File: src/rtl/flash_ctrl_pkg.sv
// Shared definitions for the flash sequencing controller: command op codes,
// controller state encoding and requester identifiers.
package flash_ctrl_pkg;

    // Programming-port command codes
    typedef enum logic [1:0] {
        OP_READ  = 2'b00,
        OP_WRITE = 2'b01,
        OP_ERASE = 2'b10,
        OP_RSVD  = 2'b11
    } op_e;

    // Controller sequencing states
    typedef enum logic [2:0] {
        IDLE  = 3'd0,
        ISSUE = 3'd1,
        WAIT  = 3'd2,
        DONE  = 3'd3,
        GAP   = 3'd4
    } state_e;

    // Requester identifiers, also used as bit positions in the one-hot grant
    localparam logic WIN_IF = 1'b0;
    localparam logic WIN_PG = 1'b1;

endpackage

File: src/rtl/flash_ctrl_arb.sv
// Fixed-priority arbiter between instruction fetch and programming, with a
// saturating fetch-streak counter so that programming cannot be starved by a
// continuously requesting fetch port.
module flash_ctrl_arb
    import flash_ctrl_pkg::*;
#(
    parameter int FETCH_BURST_MAX = 4
) (
    input  logic       clk,
    input  logic       rst,
    input  logic       if_req,
    input  logic       pg_req,
    input  logic       idle,
    output logic [1:0] grant
);

    localparam int            CW      = $clog2(FETCH_BURST_MAX + 1);
    localparam logic [CW-1:0] CNT_MAX = CW'(FETCH_BURST_MAX);

    logic [CW-1:0] cnt_q;
    logic [CW-1:0] cnt_d;
    logic          streak_full_s;

    assign streak_full_s = (cnt_q == CNT_MAX);

    // Grant decision: fetch first unless the fetch streak has used up its quota
    always_comb begin
        grant = 2'b00;
        if (idle) begin
            if (pg_req && (!if_req || streak_full_s)) begin
                grant[WIN_PG] = 1'b1;
            end else if (if_req) begin
                grant[WIN_IF] = 1'b1;
            end else begin
                grant = 2'b00;
            end
        end else begin
            grant = 2'b00;
        end
    end

    // Streak counter update: count fetch wins while programming waits
    always_comb begin
        cnt_d = cnt_q;
        if (idle) begin
            if (grant[WIN_PG] || !pg_req) begin
                cnt_d = {CW{1'b0}};
            end else if (grant[WIN_IF] && !streak_full_s) begin
                cnt_d = cnt_q + {{(CW-1){1'b0}}, 1'b1};
            end else begin
                cnt_d = cnt_q;
            end
        end else begin
            cnt_d = cnt_q;
        end
    end

    // Streak counter register
    always_ff @(posedge clk or posedge rst) begin
        if (rst) begin
            cnt_q <= {CW{1'b0}};
        end else begin
            cnt_q <= cnt_d;
        end
    end

endmodule

File: src/rtl/flash_ctrl.sv
// Flash command sequencer: arbitrates fetch and programming requesters,
// rejects illegal accesses, issues one flash strobe at a time, respects the
// flash command timing and returns a one-cycle ack to the winner.
module flash_ctrl
    import flash_ctrl_pkg::*;
#(
    parameter int AW              = 12,
    parameter int DW              = 32,
    parameter int DEPTH           = 1024,
    parameter int PROT_LIMIT      = 0,
    parameter int FETCH_BURST_MAX = 4,
    parameter int CMD_GAP         = 1
) (
    input  logic          clk,
    input  logic          RST,
    input  logic          if_req,
    input  logic [AW-1:0] if_addr,
    output logic          if_ack,
    output logic [DW-1:0] if_rdata,
    output logic          if_err,
    input  logic          pg_req,
    input  logic [1:0]    pg_op,
    input  logic [AW-1:0] pg_addr,
    input  logic [DW-1:0] pg_wdata,
    input  logic          wp,
    output logic          pg_ack,
    output logic [DW-1:0] pg_rdata,
    output logic          pg_err,
    output logic          ctrl_busy,
    output logic          f_rd_en,
    output logic          f_wr_en,
    output logic          f_erase_en,
    output logic [AW-1:0] f_addr,
    output logic [DW-1:0] f_idata,
    input  logic [DW-1:0] f_odata,
    input  logic          f_error
);

    // Last GAP count value; unused when the gap is disabled
    localparam logic [1:0] GAP_LAST = 2'(CMD_GAP - 1);

    state_e        state_q, state_d;
    logic [1:0]    gap_q, gap_d;
    logic          win_q, win_d;
    op_e           op_q, op_d;
    logic [AW-1:0] addr_q, addr_d;
    logic [DW-1:0] wdata_q, wdata_d;
    logic          if_ack_q, if_ack_d;
    logic          if_err_q, if_err_d;
    logic [DW-1:0] if_rdata_q, if_rdata_d;
    logic          pg_ack_q, pg_ack_d;
    logic          pg_err_q, pg_err_d;
    logic [DW-1:0] pg_rdata_q, pg_rdata_d;
    logic          rd_q, rd_d;
    logic          wr_q, wr_d;
    logic          er_q, er_d;
    logic          busy_q, busy_d;

    logic [1:0]    grant_s;
    logic          idle_s;
    logic          req_win_s;
    op_e           req_op_s;
    logic [AW-1:0] req_addr_s;
    logic          req_bad_s;

    // Legality check of a request; signed compares keep zero limits well-behaved
    function automatic logic check_bad(input op_e op, input logic [AW-1:0] addr, input logic wp_i);
        int   a_int;
        logic range_bad;
        logic op_bad;
        a_int     = int'(addr);
        range_bad = (a_int >= DEPTH);
        case (op)
            OP_READ:  op_bad = 1'b0;
            OP_WRITE: op_bad = wp_i || (a_int < PROT_LIMIT);
            OP_ERASE: op_bad = wp_i || (PROT_LIMIT != 0);
            OP_RSVD:  op_bad = 1'b1;
            default:  op_bad = 1'b1;
        endcase
        return range_bad || op_bad;
    endfunction

    assign idle_s = (state_q == IDLE);

    flash_ctrl_arb #(
        .FETCH_BURST_MAX (FETCH_BURST_MAX)
    ) u_arb (
        .clk    (clk),
        .rst    (RST),
        .if_req (if_req),
        .pg_req (pg_req),
        .idle   (idle_s),
        .grant  (grant_s)
    );

    // Select the winning requester's command fields and judge legality
    always_comb begin
        if (grant_s[WIN_PG]) begin
            req_win_s  = WIN_PG;
            req_addr_s = pg_addr;
            req_op_s   = op_e'(pg_op);
        end else begin
            req_win_s  = WIN_IF;
            req_addr_s = if_addr;
            req_op_s   = OP_READ;
        end
        req_bad_s = check_bad(req_op_s, req_addr_s, wp);
    end

    // Sequencer next-state and registered-output computation
    always_comb begin
        state_d    = state_q;
        gap_d      = gap_q;
        win_d      = win_q;
        op_d       = op_q;
        addr_d     = addr_q;
        wdata_d    = wdata_q;
        if_ack_d   = 1'b0;
        if_err_d   = if_err_q;
        if_rdata_d = if_rdata_q;
        pg_ack_d   = 1'b0;
        pg_err_d   = pg_err_q;
        pg_rdata_d = pg_rdata_q;
        rd_d       = 1'b0;
        wr_d       = 1'b0;
        er_d       = 1'b0;
        case (state_q)
            IDLE: begin
                if (grant_s != 2'b00) begin
                    win_d   = req_win_s;
                    op_d    = req_op_s;
                    addr_d  = req_addr_s;
                    wdata_d = pg_wdata;
                    if (req_bad_s) begin
                        // Rejected: ack next cycle, flash untouched
                        state_d = DONE;
                        if (req_win_s == WIN_PG) begin
                            pg_ack_d = 1'b1;
                            pg_err_d = 1'b1;
                        end else begin
                            if_ack_d = 1'b1;
                            if_err_d = 1'b1;
                        end
                    end else begin
                        state_d = ISSUE;
                        case (req_op_s)
                            OP_READ:  rd_d = 1'b1;
                            OP_WRITE: wr_d = 1'b1;
                            OP_ERASE: er_d = 1'b1;
                            default:  rd_d = 1'b0;
                        endcase
                    end
                end else begin
                    state_d = IDLE;
                end
            end
            ISSUE: begin
                state_d = WAIT;
            end
            WAIT: begin
                // Flash response is valid now; ack lands in DONE
                state_d = DONE;
                if (win_q == WIN_PG) begin
                    pg_ack_d = 1'b1;
                    if (op_q == OP_WRITE) begin
                        pg_err_d = f_error;
                    end else begin
                        pg_err_d = 1'b0;
                    end
                    if (op_q == OP_READ) begin
                        pg_rdata_d = f_odata;
                    end else begin
                        pg_rdata_d = pg_rdata_q;
                    end
                end else begin
                    if_ack_d   = 1'b1;
                    if_err_d   = 1'b0;
                    if_rdata_d = f_odata;
                end
            end
            DONE: begin
                gap_d = 2'd0;
                if (CMD_GAP == 0) begin
                    state_d = IDLE;
                end else begin
                    state_d = GAP;
                end
            end
            GAP: begin
                gap_d = gap_q + 2'd1;
                if (gap_q == GAP_LAST) begin
                    state_d = IDLE;
                end else begin
                    state_d = GAP;
                end
            end
            default: begin
                state_d = IDLE;
            end
        endcase
        busy_d = (state_d != IDLE);
    end

    // State, latches and output registers
    always_ff @(posedge clk or posedge RST) begin
        if (RST) begin
            state_q    <= IDLE;
            gap_q      <= 2'd0;
            win_q      <= WIN_IF;
            op_q       <= OP_READ;
            addr_q     <= {AW{1'b0}};
            wdata_q    <= {DW{1'b0}};
            if_ack_q   <= 1'b0;
            if_err_q   <= 1'b0;
            if_rdata_q <= {DW{1'b0}};
            pg_ack_q   <= 1'b0;
            pg_err_q   <= 1'b0;
            pg_rdata_q <= {DW{1'b0}};
            rd_q       <= 1'b0;
            wr_q       <= 1'b0;
            er_q       <= 1'b0;
            busy_q     <= 1'b0;
        end else begin
            state_q    <= state_d;
            gap_q      <= gap_d;
            win_q      <= win_d;
            op_q       <= op_d;
            addr_q     <= addr_d;
            wdata_q    <= wdata_d;
            if_ack_q   <= if_ack_d;
            if_err_q   <= if_err_d;
            if_rdata_q <= if_rdata_d;
            pg_ack_q   <= pg_ack_d;
            pg_err_q   <= pg_err_d;
            pg_rdata_q <= pg_rdata_d;
            rd_q       <= rd_d;
            wr_q       <= wr_d;
            er_q       <= er_d;
            busy_q     <= busy_d;
        end
    end

    assign if_ack     = if_ack_q;
    assign if_err     = if_err_q;
    assign if_rdata   = if_rdata_q;
    assign pg_ack     = pg_ack_q;
    assign pg_err     = pg_err_q;
    assign pg_rdata   = pg_rdata_q;
    assign ctrl_busy  = busy_q;
    assign f_rd_en    = rd_q;
    assign f_wr_en    = wr_q;
    assign f_erase_en = er_q;
    assign f_addr     = addr_q;
    assign f_idata    = wdata_q;

endmodule

File: config.mk
export PLATFORM = sky130hd
export DESIGN_NAME = flash_ctrl
export DESIGN_NICKNAME = d
export VERILOG_FILES = /design/src/rtl/flash_ctrl_pkg.sv /design/src/rtl/flash_ctrl_arb.sv /design/src/rtl/flash_ctrl.sv
export SDC_FILE = /design/constraint.sdc
export NUM_CORES = 1
export LEC_CHECK = 0
export CAP_MARGIN = 25
export CORE_ASPECT_RATIO = 0.6
export CORE_MARGIN = 3
export CORE_UTILIZATION = 40
export DETAILED_ROUTE_END_ITERATION = 7
export GPL_TIMING_DRIVEN = 1
export PLACE_DENSITY_LB_ADDON = 0.05
export SYNTH_ARGS = -nofsm -noshare
export SYNTH_HDL_FRONTEND = slang
export SYNTH_HIERARCHICAL = 1
export SYNTH_SLANG_ARGS = --single-unit
File: constraint.sdc
create_clock -name clk -period 4.1 [get_ports clk]
set_input_delay 0.41 -clock clk [delete_from_list [all_inputs] [get_ports clk]]
set_output_delay 0.41 -clock clk [all_outputs]
set_load 0.005 [all_outputs]
== Word level (Yosys, flattened, before mapping) ==
Cells that the tools add are included.
Word-level totals
  flip-flop bits (word level): 127
  latch bits: 0
  memory bits (writable): 0
  memory bits (read-only): 0
  input bits: 96
  output and inout port bits: 116
  word-level logic and storage cells: 108
  memories: 0
Operators by class
  add/subtract/negate cells: 2
  multipliers: 0
  div/mod/pow operators: 0
  magnitude comparators: 1
  equal/unequal tests: 15
  shift operators: 0
  mux-type cells: 48
  bitwise operators: 1
  reductions and logical operators: 24
Operator list (count)
  2-to-1 mux 1 bit: 33
  one-hot mux 3 bit (5 select lines): 1
  greater-or-equal comparator 12 x 11 -> 1 bit, second input constant: 1
  2-to-1 mux 12 bit: 1
  2-to-1 mux 3 bit: 4
  AND reduction 5 bit: 2
  one-hot mux 1 bit (2 select lines): 4
  nonzero test 2 bit: 4
  == test 3 x 2 -> 1 bit, second input constant: 2
  == test 3 bit, second input constant: 2
  logical NOT 2 bit: 3
  2-to-1 mux 2 bit: 3
  inequality test 2 x 1 -> 1 bit, second input constant: 3
  inequality test 2 bit, second input constant: 3
  AND reduction 2 bit: 3
  == test 2 x 1 -> 1 bit, second input constant: 2
  == test 2 bit, second input constant: 2
  one-hot mux 2 bit (2 select lines): 1
  adder 3 x 1 -> 3 bit, second input constant: 1
  == test 3 x 1 -> 1 bit, second input constant: 1
  logical NOT 1 bit: 3
  logical NOT 3 bit: 1
  logical OR 1 bit: 3
  one-hot mux 1 bit (3 select lines): 1
  6 further kinds: 7

== Logic depth before layout (Yosys ltp) ==
  depth after elaboration: 14
  gate-level depth with buffers: 13
  depth with buffers taken out: 10

== By module ==
Netlist, hierarchy kept.
By module, submodules not included
  flash_ctrl: times used 1, cells an instance 321, area an instance 5147.4 µm²
  flash_ctrl_arb: times used 1, cells an instance 23, area an instance 200.2 µm²

== Least setup slack after synthesis ==
Ideal clock, no wire load.
  path kind: reg-to-reg
  start point: register state_q[1]
  end point: register if_err_q (netlist: if_err)
  data arrival time: 2747 ps
  data required time: 3999 ps
  path slack: 1252 ps
  stages on the path, launching flop included: 13
  buffers on the path: 4
  period minus slack after synthesis: 2848 ps
  cell sequence: dfrtp_1 > buf_4 > nor3_4 > nand2_1 > a21oi_1 > clkbuf_1 > buf_2 > clkbuf_1 > nand2_1 > ha_1 > a21oi_1 > o22a_1 > o32ai_1
Between the ends
  longest elaborated chain between the ends: 9
Ends and longest elaborated chain
  start, declared: line flash_ctrl.sv:42  | state_e state_q, state_d;
  start signal, assigned: line flash_ctrl.sv:224  | state_q <= state_d;
  logical NOT 3 bit (*): line flash_ctrl.sv:83  | assign idle_s = (state_q == IDLE);
  net idle_s: line flash_ctrl.sv:60  | logic idle_s;
  2-to-1 mux 2 bit (*): line flash_ctrl_arb.sv:29  | if (idle) begin
  net grant_s[1]: line flash_ctrl.sv:59  | logic [1:0] grant_s;
  parallel branches: the longest is 6 deep, another holds greater-or-equal comparator 12 x 11 -> 1 bit
  AND reduction 5 bit (no source line) (*)
  end signal, assigned: line flash_ctrl.sv:231  | if_err_q <= if_err_d;
  end, declared: line flash_ctrl.sv:49  | logic if_err_q, if_err_d;
Mark *: on every way through the listed nets, which the timed path passes.
A chain may end at the register's enable or synchronous reset.

== Final worst setup path ==
  start point: register state_q[2]
  end point: register wdata_q[24] (netlist: f_idata[24])
Between the ends
  longest elaborated chain between the ends: 4
Ends and longest elaborated chain
  logical NOT 3 bit: line flash_ctrl.sv:83
  net idle_s: line flash_ctrl.sv:60
  2-to-1 mux 2 bit: line flash_ctrl_arb.sv:29
  net grant_s[0]: line flash_ctrl.sv:59
  nonzero test 2 bit: line flash_ctrl.sv:129  | if (grant_s != 2'b00) begin
  AND reduction 2 bit (no source line)
  end signal, assigned: line flash_ctrl.sv:212  | wdata_q <= {DW{1'b0}};
  end signal, assigned: line flash_ctrl.sv:229  | wdata_q <= wdata_d;
  end, declared: line flash_ctrl.sv:47  | logic [DW-1:0] wdata_q, wdata_d;
The timed path passes the listed nets, and every way through them passes these cells.

==> results.yml <==
yosys:
  synth_area_leaders: "dfrtp_1 (59%), mux2_2 (19%), mux2_4 (8.4%)"
  synth_flop_cell: "dfrtp_1"
  netlist_area_sq_um: 5350
  post_synth_num_cell_types: 40
  synth_compound_area_frac: 0.0276
  synth_fp_nets: 448
  synthAdderAreaFrac: 0.0187
  synth_async_sr_flop_share: 1.00
  ys_ff_latch: 127
  postSynthCellCount: 344
  avgSynthCellArea_sq_um: 15.5
  synth_top_cell_by_area: "dfrtp_1"
  synth_top_area_frac: 0.594
  synthMuxAreaShare: 0.279
  synth_xor_area_frac: 0
  ys_seq_area_frac: 0.594
  synth-edff-count: 0
  synth_top_family_by_area: "multiplexers"
  yosys_warnings: 6
  yosys.area_share.simple: 0.0423
timing:
  period_needed_ns: 2.85
  finalCritPeriodShare: 0.695
  skew_ns: 0.00698
  tns_ns: 0
  timing.final.max_slew_violations: 0
  setup_viol: 0
  whs_ns: 0.255
  max_clock_freq_mhz: 351
  slew_headroom: 0.491
  tightestPinTransition_ns: 0.763
  rsz0062_at_grt: "no"
  hold_viol: 0
global_route:
  overflow: 0
  grt_pass1_wl_microns: 20100
  grt_max_degree: 67
  grt_pass1_vias: 3741
  antenna_found_initial: 0
  grt_use_total: 0.175
floorplan:
  initial_utilization: 0.412
  core_sq_um: 13000
  die_h_microns: 95.6
  dieArea_sq_um: 14800
  pin_count: 212
  die_width_microns: 155
  rows: 32
cts:
  root_buffer: "clkbuf_16"
  clk_latency_ns: 0.41
  cts_resized: 0
  cts_buffers: 17
  clk_path_buf_depth: 2
  cts_setup_buffers: 0
  clkTransAtPathRegs_ns: 0.06
  cts_tree: "built"
  h-tree-depth: 4
  postCtsHoldBufs: 0
  cts_sinks: 127
cells_and_area:
  antenna_cells: 0
  layout_commonest_cell: "clkdlybuf4s50_1"
  layout-drive-gt1-share: 0.287
  nets: 666
  synthToLayoutAreaGrowth_pct: 52.8
  layout_common_cells: "clkdlybuf4s50_1 (211), dfrtp_1 (127), mux2_2 (88), mux2_4 (30), clkbuf_16 (17)"
  fillers: 986
  finish.instance_area_sq_um: 8170
worst_hold_path:
  hp-class: "in -> async"
setup_path:
  rr_endpoint: "f_idata[24]"
  r2r-start: "state_q[2]"
  crit_path_max_incr_delay_ns: 0.54
  rrSetupSlack_ns: 1.25
  crit_type: "reg -> reg"
  crit_fanout: 40
  end_kind: "register"
  worst_ep_arrival_time_ns: 3.14
  reg2reg_depth: 6
  critPathRequiredTime_ns: 4.39
  startpoint_type: "register"
  worstPathCellList: "nor3_4 > nand2_1 > a31oi_1 > o21a_2 > buf_4 > mux2_2"
  critPathSlowestCell: "dfrtp_1"
power_and_ir_drop:
  power.density_nw_per_um2: 789
  vdd_ir_drop_max_mv: 0.335
  power_leakage_nw: 3.52
  power_mw: 6.45
routing:
  remaining_drc_errors: 0
  dr.pass1.iters: 4
  vias: 3526
  drt-total-wl_microns: 12700
  ant_nets: 0
  via_per_inst: 4.73
  initialDrtViolationCount: 107
  routedWlPerCell_microns: 17.1
placed_design:
  gp_congestion: 0.754
  dpl_cell_area_sq_um: 7600
  port_buffers: 211
  dp.final_hpwl_microns: 9150
status:
  status: "finished clean"
run:
  max-cap-violations: 0
## layer usage
metal,vias up,wire length [microns],track usage
met3,16,787,0.0440
met2,118,6220,0.286
met1,1730,5540,0.226
li1,1662,-,-
met5,-,0,0
met4,0,157,0.0706
## power by group
part,internal (mW),switching (mW)
Combinational,1.87,0.872
Clock,0.859,0.586
Sequential,1.88,0.375
## layout make-up
type                            instances  area [sq um]  area share
Clock buffer                           18           439      0.0537
Clock inverter                         14           135      0.0165
Inverter                               13          51.3     0.00628
Multi-Input combinational cell        186          1970       0.242
Sequential cell                       127          3180       0.389
Tap cell                              170           213      0.0260
Timing Repair Buffer                  217          2180       0.267
## worst max-delay path by stage
stage | slack [ns] | endpoint | cells past startpoint | startpoint
2_1_floorplan | 0.39 | ctrl_busy | 1 | RST
3_3_place_gp | 1.39 | f_idata[17] | 7 | state_q[2]
3_5_place_dp | 1.25 | f_idata[24] | 6 | state_q[2]
4_1_cts | 1.24 | f_idata[24] | 6 | state_q[2]
5_1_grt | 1.02 | f_idata[24] | 6 | state_q[2]
6_report | 1.25 | f_idata[24] | 6 | state_q[2]
## cell families after synthesis
kind of cell	count (synthesis)
simple gates	32
fa+ha+maj	8
mux	123
compound gates	23
flops	127
buf+inv	31
## critical path: cells and delay by family, from the launching register on
family                 cells  cell delay [ns]
flip-flops                 1             0.54
AND/OR/NAND/NOR            2             0.60
AO/OA/AOI/OAI              2             0.69
multiplexers               1             0.41
buffers and inverters      1             0.47
## per-stage QoR
stage	std cells	utilization	worst slack [ns]
floorplan	344	-	0.391
global placement	712	0.584	1.39
detailed placement	713	0.586	1.25
CTS	745	0.630	1.24
global route	745	0.630	1.02
finish	745	0.630	1.25
## synthesized netlist by cell type (2+ instances only)
library cell and n:
dfrtp_1 127, buf_6 2, buf_12 3, nand4_1 2
buf_2 8, ha_1 8, a21oi_1 6, inv_1 13
mux2_2 88, nor3_1 4, nor2_1 3, a32o_1 2
mux2_1 2, mux2_4 30, o21ai_0 7, clkbuf_1 2
nand2_1 7, and3_1 4, mux2i_1 3, buf_4 3
## sequential cells by signal, summed over array words and instances (netlist names)
register     cells
if_rdata        32
win_q            1
f_wr_en          1
gap_q            2
pg_rdata        32
pg_err           1
f_erase_en       1
ctrl_busy        1
if_err           1
pg_ack           1
f_rd_en          1
f_addr          12
f_idata         32
if_ack           1
u_arb/cnt_q      3
state_q          3
op_q             2
(Power assumes the default switching activity.)
